$ cat config.mk
export PLATFORM = sky130hd
export DESIGN_NAME = pc_gen
export DESIGN_NICKNAME = d
export VERILOG_FILES = /design/src/rtl/mips_pkg.sv /design/src/rtl/pc_redirect_sel.sv /design/src/rtl/pc_gen.sv
export SDC_FILE = /design/constraint.sdc
export NUM_CORES = 1
export LEC_CHECK = 0
export ABC_AREA = 1
export BUFFER_PORTS_ARGS = -buffer_cell sky130_fd_sc_hd__buf_2
export CAP_MARGIN = 20
export CORE_MARGIN = 2
export CORE_UTILIZATION = 29
export CTS_CLUSTER_SIZE = 28
export DETAILED_ROUTE_END_ITERATION = 8
export MAX_ROUTING_LAYER = met4
export PLACE_DENSITY = 0.55
export RECOVER_POWER = 100
export SYNTH_ARGS = -nofsm -noshare
export SYNTH_HDL_FRONTEND = slang
export SYNTH_SLANG_ARGS = --single-unit
$ cat constraint.sdc
create_clock -name clk -period 2.5 [get_ports clk]
set_input_delay 0.375 -clock clk [delete_from_list [all_inputs] [get_ports clk]]
set_output_delay 0.375 -clock clk [all_outputs]
set_load 0.02 [all_outputs]
$ cat src/rtl/mips_pkg.sv
// Shared definitions for the instruction-fetch front end.
//   pc_state_t               : PC generator FSM states (BOOT, RUN, HOLD)
//   DEFAULT_RESET_VECTOR     : first fetch address after reset
//   DEFAULT_EXC_VECTOR       : exception handler entry address
package mips_pkg;

    typedef enum logic [1:0] {
        BOOT,
        RUN,
        HOLD
    } pc_state_t;

    localparam logic [31:0] DEFAULT_RESET_VECTOR = 32'h8000_0000;
    localparam logic [31:0] DEFAULT_EXC_VECTOR   = 32'h8000_0180;

endpackage

$ cat src/rtl/pc_redirect_sel.sv
// Combinational redirect selection for the PC generator.
// Picks the redirect source by priority (exception > branch > jump > pending),
// clears the low ALIGN_BITS of the chosen target and flags a misaligned
// request. It also presents the branch/jump target that a stalled pipeline
// should park in the pending register.
//
// Ports:
//   exception       in  : redirect to EXC_VECTOR
//   branch_taken    in  : branch redirect request
//   branch_target   in  : branch destination (raw)
//   jump            in  : jump redirect request
//   jump_target     in  : jump destination (raw)
//   pend_valid      in  : a parked target is waiting
//   pend_target     in  : parked destination (raw)
//   capture_valid   out : a branch or jump is requested this cycle
//   capture_target  out : raw branch/jump target, branch wins
//   redirect        out : some redirect source is active
//   target          out : aligned redirect target
//   target_misalign out : raw redirect target had nonzero low bits
module pc_redirect_sel
    import mips_pkg::*;
#(
    parameter int unsigned           WIDTH      = 32,
    parameter int unsigned           ALIGN_BITS = 2,
    parameter logic [WIDTH-1:0]      EXC_VECTOR = WIDTH'(DEFAULT_EXC_VECTOR)
) (
    input  logic             exception,
    input  logic             branch_taken,
    input  logic [WIDTH-1:0] branch_target,
    input  logic             jump,
    input  logic [WIDTH-1:0] jump_target,
    input  logic             pend_valid,
    input  logic [WIDTH-1:0] pend_target,
    output logic             capture_valid,
    output logic [WIDTH-1:0] capture_target,
    output logic             redirect,
    output logic [WIDTH-1:0] target,
    output logic             target_misalign
);

    // Ones in every bit position that survives alignment.
    localparam logic [WIDTH-1:0] ALIGN_MASK =
        ~((WIDTH'(1) << ALIGN_BITS) - WIDTH'(1));

    logic [WIDTH-1:0] raw_target;

    always_comb begin
        capture_valid  = branch_taken | jump;
        capture_target = branch_taken ? branch_target : jump_target;

        redirect   = 1'b1;
        raw_target = EXC_VECTOR;
        if (exception) begin
            raw_target = EXC_VECTOR;
        end else if (capture_valid) begin
            raw_target = capture_target;
        end else if (pend_valid) begin
            raw_target = pend_target;
        end else begin
            redirect   = 1'b0;
            raw_target = '0;
        end

        target          = raw_target & ALIGN_MASK;
        target_misalign = redirect & (|(raw_target & ~ALIGN_MASK));
    end

endmodule

$ cat src/rtl/pc_gen.sv
// Program counter generator.
// Produces the fetch address stream: one BOOT cycle at RESET_VECTOR, then
// sequential STEP increments, one-cycle-latency redirects for exceptions,
// branches and jumps, and a pending slot that parks a branch/jump target
// while the pipeline is stalled (or while booting).
//
// Ports:
//   clk            in  : clock, rising edge
//   reset          in  : asynchronous active-high reset
//   stall          in  : hold current PC
//   branch_taken   in  : redirect to branch_target
//   branch_target  in  : branch destination
//   jump           in  : redirect to jump_target
//   jump_target    in  : jump/jr destination
//   exception      in  : redirect to EXC_VECTOR, not held off by stall
//   ia             out : current fetch address
//   ia_valid       out : ia is a real fetch address
//   misaligned     out : one-cycle pulse alongside a misaligned redirect load
module pc_gen
    import mips_pkg::*;
#(
    parameter int unsigned      WIDTH        = 32,
    parameter logic [WIDTH-1:0] RESET_VECTOR = WIDTH'(DEFAULT_RESET_VECTOR),
    parameter logic [WIDTH-1:0] EXC_VECTOR   = WIDTH'(DEFAULT_EXC_VECTOR),
    parameter int unsigned      STEP         = 4,
    parameter int unsigned      ALIGN_BITS   = 2
) (
    input  logic             clk,
    input  logic             reset,
    input  logic             stall,
    input  logic             branch_taken,
    input  logic [WIDTH-1:0] branch_target,
    input  logic             jump,
    input  logic [WIDTH-1:0] jump_target,
    input  logic             exception,
    output logic [WIDTH-1:0] ia,
    output logic             ia_valid,
    output logic             misaligned
);

    pc_state_t        state;
    logic             pend_valid;
    logic [WIDTH-1:0] pend_target;

    logic             capture_valid;
    logic [WIDTH-1:0] capture_target;
    logic             redirect;
    logic [WIDTH-1:0] sel_target;
    logic             sel_misalign;

    pc_redirect_sel #(
        .WIDTH      (WIDTH),
        .ALIGN_BITS (ALIGN_BITS),
        .EXC_VECTOR (EXC_VECTOR)
    ) u_sel (
        .exception       (exception),
        .branch_taken    (branch_taken),
        .branch_target   (branch_target),
        .jump            (jump),
        .jump_target     (jump_target),
        .pend_valid      (pend_valid),
        .pend_target     (pend_target),
        .capture_valid   (capture_valid),
        .capture_target  (capture_target),
        .redirect        (redirect),
        .target          (sel_target),
        .target_misalign (sel_misalign)
    );

    always_ff @(posedge clk or posedge reset) begin
        if (reset) begin
            state       <= BOOT;
            ia          <= RESET_VECTOR;
            ia_valid    <= 1'b0;
            misaligned  <= 1'b0;
            pend_valid  <= 1'b0;
            pend_target <= '0;
        end else begin
            // Every edge out of reset leaves BOOT, so ia is real from here on.
            ia_valid   <= 1'b1;
            misaligned <= 1'b0;

            if (exception) begin
                // Exception overrides stall and drops any parked target.
                ia         <= sel_target;
                misaligned <= sel_misalign;
                pend_valid <= 1'b0;
                state      <= stall ? HOLD : RUN;
            end else if (stall || state == BOOT) begin
                // ia is frozen; park any branch/jump, newest wins.
                if (capture_valid) begin
                    pend_valid  <= 1'b1;
                    pend_target <= capture_target;
                end
                state <= stall ? HOLD : RUN;
            end else begin
                // RUN or HOLD with stall low: live event, then parked, then step.
                if (redirect) begin
                    ia         <= sel_target;
                    misaligned <= sel_misalign;
                end else begin
                    ia <= ia + WIDTH'(STEP);
                end
                pend_valid <= 1'b0;
                state      <= RUN;
            end
        end
    end

endmodule

**Yosys cells after proc, flatten, opt, wreduce, memory -nomap -nowiden**

Index checks and enable logic that the tools add are counted.

- Output and inout bits: 34
- Input port bits: 70
- Logic and storage cells: 35
- Bits in registers: 69

- Eq/ne operators: 2
- Mux-type cells: 19
- Bitwise logic cells: 3
- Reduce and logical (&&, ||, !) cells: 4
- Add/sub/neg operators: 1

Operators by type and width:

| operator | number |
|---|---|
| $mux W32 | 7 |
| $add A32 B3 Y32 const B | 1 |
| $mux W1 | 9 |
| $mux W2 | 3 |
| $ne A3 B3 Y1 const B | 1 |
| $reduce_and A3 Y1 | 1 |
| $logic_not A2 Y1 | 1 |
| $ne A2 B2 Y1 const B | 1 |
| $reduce_or A2 Y1 | 1 |
| $and A1 B1 Y1 | 1 |
| $logic_or A1 B1 Y1 | 1 |
| $not A1 Y1 | 1 |
| $or A1 B1 Y1 | 1 |

**Longest topological paths before layout**

- Depth in word-level cells: 8
- Mapped depth: 12

**Modules after synthesis**

From an unflattened synthesis, not the netlist that was laid out.

- Cell total of the unflattened synthesis: 664
- Area, all modules: 4734.5 sq um

By module, submodules not included:

| module | cells each | area an instance (sq um) | seq. area each (sq um) | times used |
|---|---|---|---|---|
| pc_gen | 440 | 3751.1 | 1727.9 | 1 |
| pc_redirect_sel | 224 | 983.4 | 0.0 | 1 |

**Least setup slack after synthesis**

Ideal clock, no wire load.

- Path type: flip-flop to flip-flop
- Start point: register ia[3]
- End point: register ia[22]
- Data arrival time: 1.507 ns
- Clock period less this slack: 1.625 ns
- Setup slack: 0.875 ns
- Cell stages (with the launch flop): 13
- Required time: 2.383 ns
- Cells stage by stage: dfrtp_1 > ha_1 > nand2_1 > nor2_4 > nand2_2 > nor2_4 > nand2_1 > nand2_1 > nand2_1 > nand2_1 > nand2_1 > nand2_1 > nand2_1

- Longest elaborated chain between the ends: 4

Ends and longest elaborated chain:

| element | line | source |
|---|---|---|
| from (decl) | pc_gen.sv:36 | `output logic [WIDTH-1:0] ia,` |
| from (signal assigned) | pc_gen.sv:85 | `ia <= sel_target;` |
| from (signal assigned) | pc_gen.sv:99 | `ia <= sel_target;` |
| from (signal assigned) | pc_gen.sv:102 | `ia <= ia + WIDTH'(STEP);` |
| $add A32 B3 Y32 | pc_gen.sv:102 |  |
| $mux W32 | pc_gen.sv:98 | `if (redirect) begin` |
| $mux W32 | pc_gen.sv:89 | `end else if (stall \|\| state == BOOT) begin` |
| $mux W32 | pc_gen.sv:83 | `if (exception) begin` |

No other way between the ends. The select of a mux whose other input is x is not followed.
A chain may end at the register's enable or synchronous reset.

**Worst setup path in the final report**

- Start point: input branch_taken
- End point: register ia[14]

- Longest elaborated chain between the ends: 6
- Elaborated cells between the ends (all ways): 9
- Those cells by class: mux (8); bitwise (1)

Ends and longest elaborated chain:

| element | line | source |
|---|---|---|
| from (decl) | pc_gen.sv:31 | `input logic branch_taken,` |
| $mux W32 / $or A1 B1 Y1 (equally long branches) | pc_redirect_sel.sv:49, pc_redirect_sel.sv:48 |  |
| $mux W32 / $mux W1 (equally long branches) | pc_redirect_sel.sv:55 | `end else if (capture_valid) begin` |
| $mux W32 / $mux W1 (equally long branches) | pc_redirect_sel.sv:53 | `if (exception) begin` |
| $mux W32 | pc_gen.sv:98 |  |
| $mux W32 | pc_gen.sv:89 |  |
| $mux W32 * | pc_gen.sv:83 |  |

Every way passes the cells marked *; elsewhere a longest branch is shown, timed or not. The select of a mux whose other input is x is not followed.

==> results.py <==
metrics = {
    "timing": {
        "tightest_slew_ns": 1.00,
        "fin_crit_ns": 2.12,
        "slew_viol_final": 0,
        "rsz0062_at_grt": "false",
        "hold_viol": 0,
        "finClkSkew_ns": 0.00581,
        "slew_headroom": 0.331,
        "setup_ws_ns": 0.380,
        "finalSetupViolCount": 0,
        "fmax_ghz": 0.472,
        "fin_setup_tns_ns": 0,
        "period_share": 0.848,
    },
    "grt": {
        "antenna_found_initial": 0,
        "grt_use_met2": 0.255,
        "grt_pass1_wl_mm": 21.5,
        "grt_overflow": 0,
        "grt_pass1_vias": 3977,
        "top_usage_layer": "met1",
        "use_met1": 0.257,
        "grt_max_degree": 37,
        "grt.total_usage": 0.176,
        "met3_usage": 0.0177,
    },
    "setup_path": {
        "cp_slowest_cell": "o21ai_0",
        "crit_type": "primary input to register",
        "worstPathMaxFanout": 18,
        "end_kind": "register",
        "path_cells": "buf_2, inv_1, nand2_1, nor2_8, nand2_1, o21ai_0, a21oi_1, o21ai_0",
        "timing.rr.end": "pend_target[6]$_DFFE_PP0P_",
        "r2r_slack_ns": 0.42,
        "worstPathArrival_ns": 2.38,
        "path_delay_family": "simple AND/OR/NAND/NOR gates",
        "critPathMaxStageDelay_ns": 0.40,
        "worstSetupStartpointType": "primary input",
        "crit_required_ns": 2.76,
        "r2r_cells": 6,
        "rr_startpoint": "state[1]$_DFF_PP0_",
        "path_buf_inv": 2,
    },
    "die": {
        "core_um2": 14600,
        "fp.dieH_um": 126,
        "fp-row-count": 44,
        "start_util": 0.298,
        "die_x_um": 126,
        "dieArea_um2": 16000,
        "io_pins": 104,
    },
    "clock_tree": {
        "cts_made_buffers": 9,
        "clock_latency_ns": 0.33,
        "clk_pin_slew_ns": 0.06,
        "root_buffer": "clkbuf_16",
        "clock-sinks": 67,
        "hold_buffers": 0,
        "htreeDepth": 3,
        "cts_buffer_depth": 2,
        "cts_tree": "built",
        "ctsResizeCount": 0,
        "postCtsSetupBuffers": 0,
    },
    "yosys": {
        "synth_cells": 633,
        "syn_area_um2": 4350,
        "avgSynthCellArea_um2": 6.87,
        "synth_top_family_by_area": "simple AND/OR/NAND/NOR gates",
        "synth_mux_area_frac": 0.00460,
        "ys_types": 40,
        "yosysSeqAreaShare": 0.386,
        "synth_compound_area_frac": 0.157,
        "synth-warning-count": 0,
        "synthAdderAreaFrac": 0.00288,
        "synth_xor_area_frac": 0.0121,
        "ys_seq_elements": 67,
        "synth-simple-area-share": 0.342,
    },
    "route": {
        "drt_pre_antenna_iters": 5,
        "vias": 4298,
        "vias_per_cell": 4.69,
        "drt-total-wl_mm": 13.5,
        "post-route-drc-count": 0,
        "drtAntennaViolNets": 0,
        "wire_per_inst_um": 14.7,
        "drtIter0Drc": 268,
    },
    "cells_and_area": {
        "final_nets": 801,
        "diodes": 0,
        "drive_above_1_share": 0.162,
        "final_cell_mix": "229 x nand2_1, 68 x buf_2, 66 x dfrtp_1",
        "final_common_cell": "nand2_1",
        "syn_to_final_growth_pct": 19.2,
    },
    "place": {
        "dp_hpwl_mm": 10.2,
        "place_congestion": 0.828,
        "pre_cts_ws_ns": 0.509,
        "port_buffers": 101,
    },
    "run_status": {
        "outcome": "complete, no violations",
    },
    "pwr": {
        "power.density_nw_per_um2": 604,
        "vdd.ir_drop.worst_v": 0.000271,
        "p_leak_nw": 2.47,
    },
    "min_path": {
        "hp-class": "primary input to async pin",
    },
    "flow_run": {
        "drv_cap": 0,
    },
}
## cells by family (layout without fill, tap and decap cells)
| logic type | count (synthesis) | count (layout) |
|---|---|---|
| compound gates | 117 | 117 |
| xor+xnor | 6 | 6 |
| fa+ha+maj | 1 | 1 |
| buf+inv | 95 | 194 |
| flops | 67 | 67 |
| mux | 2 | 2 |
| other cells | 2 | 3 |
| simple gates | 343 | 343 |
## sequential cells by signal, indices dropped and copies added, names as in the netlist
| register | flops |
|---|---|
| ia_valid | 1 |
| state | 2 |
| misaligned | 1 |
| pend_target | 32 |
| pend_valid | 1 |
| ia | 30 |
## synthesized netlist by cell type
| cell type | count | area share |
|---|---|---|
| a211oi_1 | 1 | 0.0017 |
| a21oi_1 | 12 | 0.014 |
| a22oi_1 | 2 | 0.0035 |
| a31oi_1 | 4 | 0.0058 |
| a32oi_1 | 1 | 0.0020 |
| and2_1 | 1 | 0.0014 |
| buf_2 | 9 | 0.010 |
| buf_4 | 6 | 0.010 |
| buf_6 | 2 | 0.0052 |
| clkbuf_1 | 8 | 0.0069 |
| conb_1 | 2 | 0.0017 |
| dfrtp_1 | 66 | 0.38 |
| dfstp_2 | 1 | 0.0060 |
| ha_1 | 1 | 0.0029 |
| inv_1 | 62 | 0.054 |
| inv_2 | 6 | 0.0052 |
| inv_4 | 2 | 0.0029 |
| mux2i_1 | 2 | 0.0046 |
| nand2_1 | 227 | 0.20 |
| nand2_2 | 3 | 0.0043 |
| nand2_4 | 2 | 0.0052 |
| nand3_1 | 29 | 0.033 |
| nand3b_1 | 5 | 0.0086 |
| nor2_1 | 49 | 0.042 |
| nor2_2 | 3 | 0.0043 |
| nor2_4 | 6 | 0.016 |
| nor2_8 | 2 | 0.0092 |
| nor3_1 | 4 | 0.0046 |
| o2111ai_1 | 1 | 0.0020 |
| o211ai_1 | 12 | 0.021 |
| o21ai_0 | 50 | 0.058 |
| o21ai_1 | 12 | 0.014 |
| o21ai_2 | 6 | 0.012 |
| o221ai_1 | 1 | 0.0020 |
| o22ai_1 | 15 | 0.022 |
| or2_0 | 3 | 0.0043 |
| or2_1 | 1 | 0.0014 |
| or2_2 | 8 | 0.012 |
| xnor2_1 | 2 | 0.0040 |
| xor2_1 | 4 | 0.0081 |
## worst max-delay path by stage
stage | startpoint | endpoint | slack, ns | cells past startpoint
2_1_floorplan | reset | ia[10]$_DFFE_PP0P_ | 0.44 | 1
3_3_place_gp | branch_taken | ia[9]$_DFFE_PP0P_ | 0.51 | 9
3_5_place_dp | branch_taken | ia[9]$_DFFE_PP0P_ | 0.51 | 9
4_1_cts | ia[2]$_DFFE_PP0P_ | ia[30]$_DFFE_PP0P_ | 0.62 | 10
5_1_grt | branch_taken | ia[14]$_DFFE_PP0P_ | 0.21 | 8
6_report | branch_taken | ia[14]$_DFFE_PP0P_ | 0.38 | 8
## metal layers
layer | up-vias | wire length, um
met5 | - | 0
met2 | 145 | 5870
met1 | 1918 | 6790
met3 | 13 | 629
met4 | 0 | 193
li1 | 2222 | -
## area by class of cell
class / instances / area (um^2)
clock buffers: 10 / 229
fillers: 1578 / 9410
flip-flops and latches: 67 / 1680
repair buffers: 110 / 519
well taps: 184 / 230
clock inverters: 4 / 20.0
multi-input cells: 472 / 2240
inverters: 70 / 268
## report_power, final
group          switching, mW  internal (mW)  total [mW]  leakage [nW]
combinational          0.428          0.218       0.646          1.51
clock                  0.472          0.653        1.13         0.128
sequential             0.125           1.23        1.36         0.832
total                   1.03           2.10        3.13          2.47
## per-stage QoR
stage	cell area (um^2)	cells	hold slack (ns)	util	power, mW
floorplan	4350	634	0.434	-	1.80
global placement	5040	903	0.435	0.346	2.06
detailed placement	5040	903	0.436	0.346	2.06
CTS	5290	917	0.0801	0.363	3.18
global route	5180	917	0.202	0.355	3.30
finish	5180	917	0.187	0.355	3.13
## worst reg2reg max path, cell delays in order (launching register included)
cell	delay, ns
dfrtp_1	0.32
nor2_1	0.04
nor2_1	0.18
clkbuf_1	0.59
nor2_8	0.07
clkbuf_2	0.44
o22ai_1	0.34
Power figures use the tool's default switching activity.
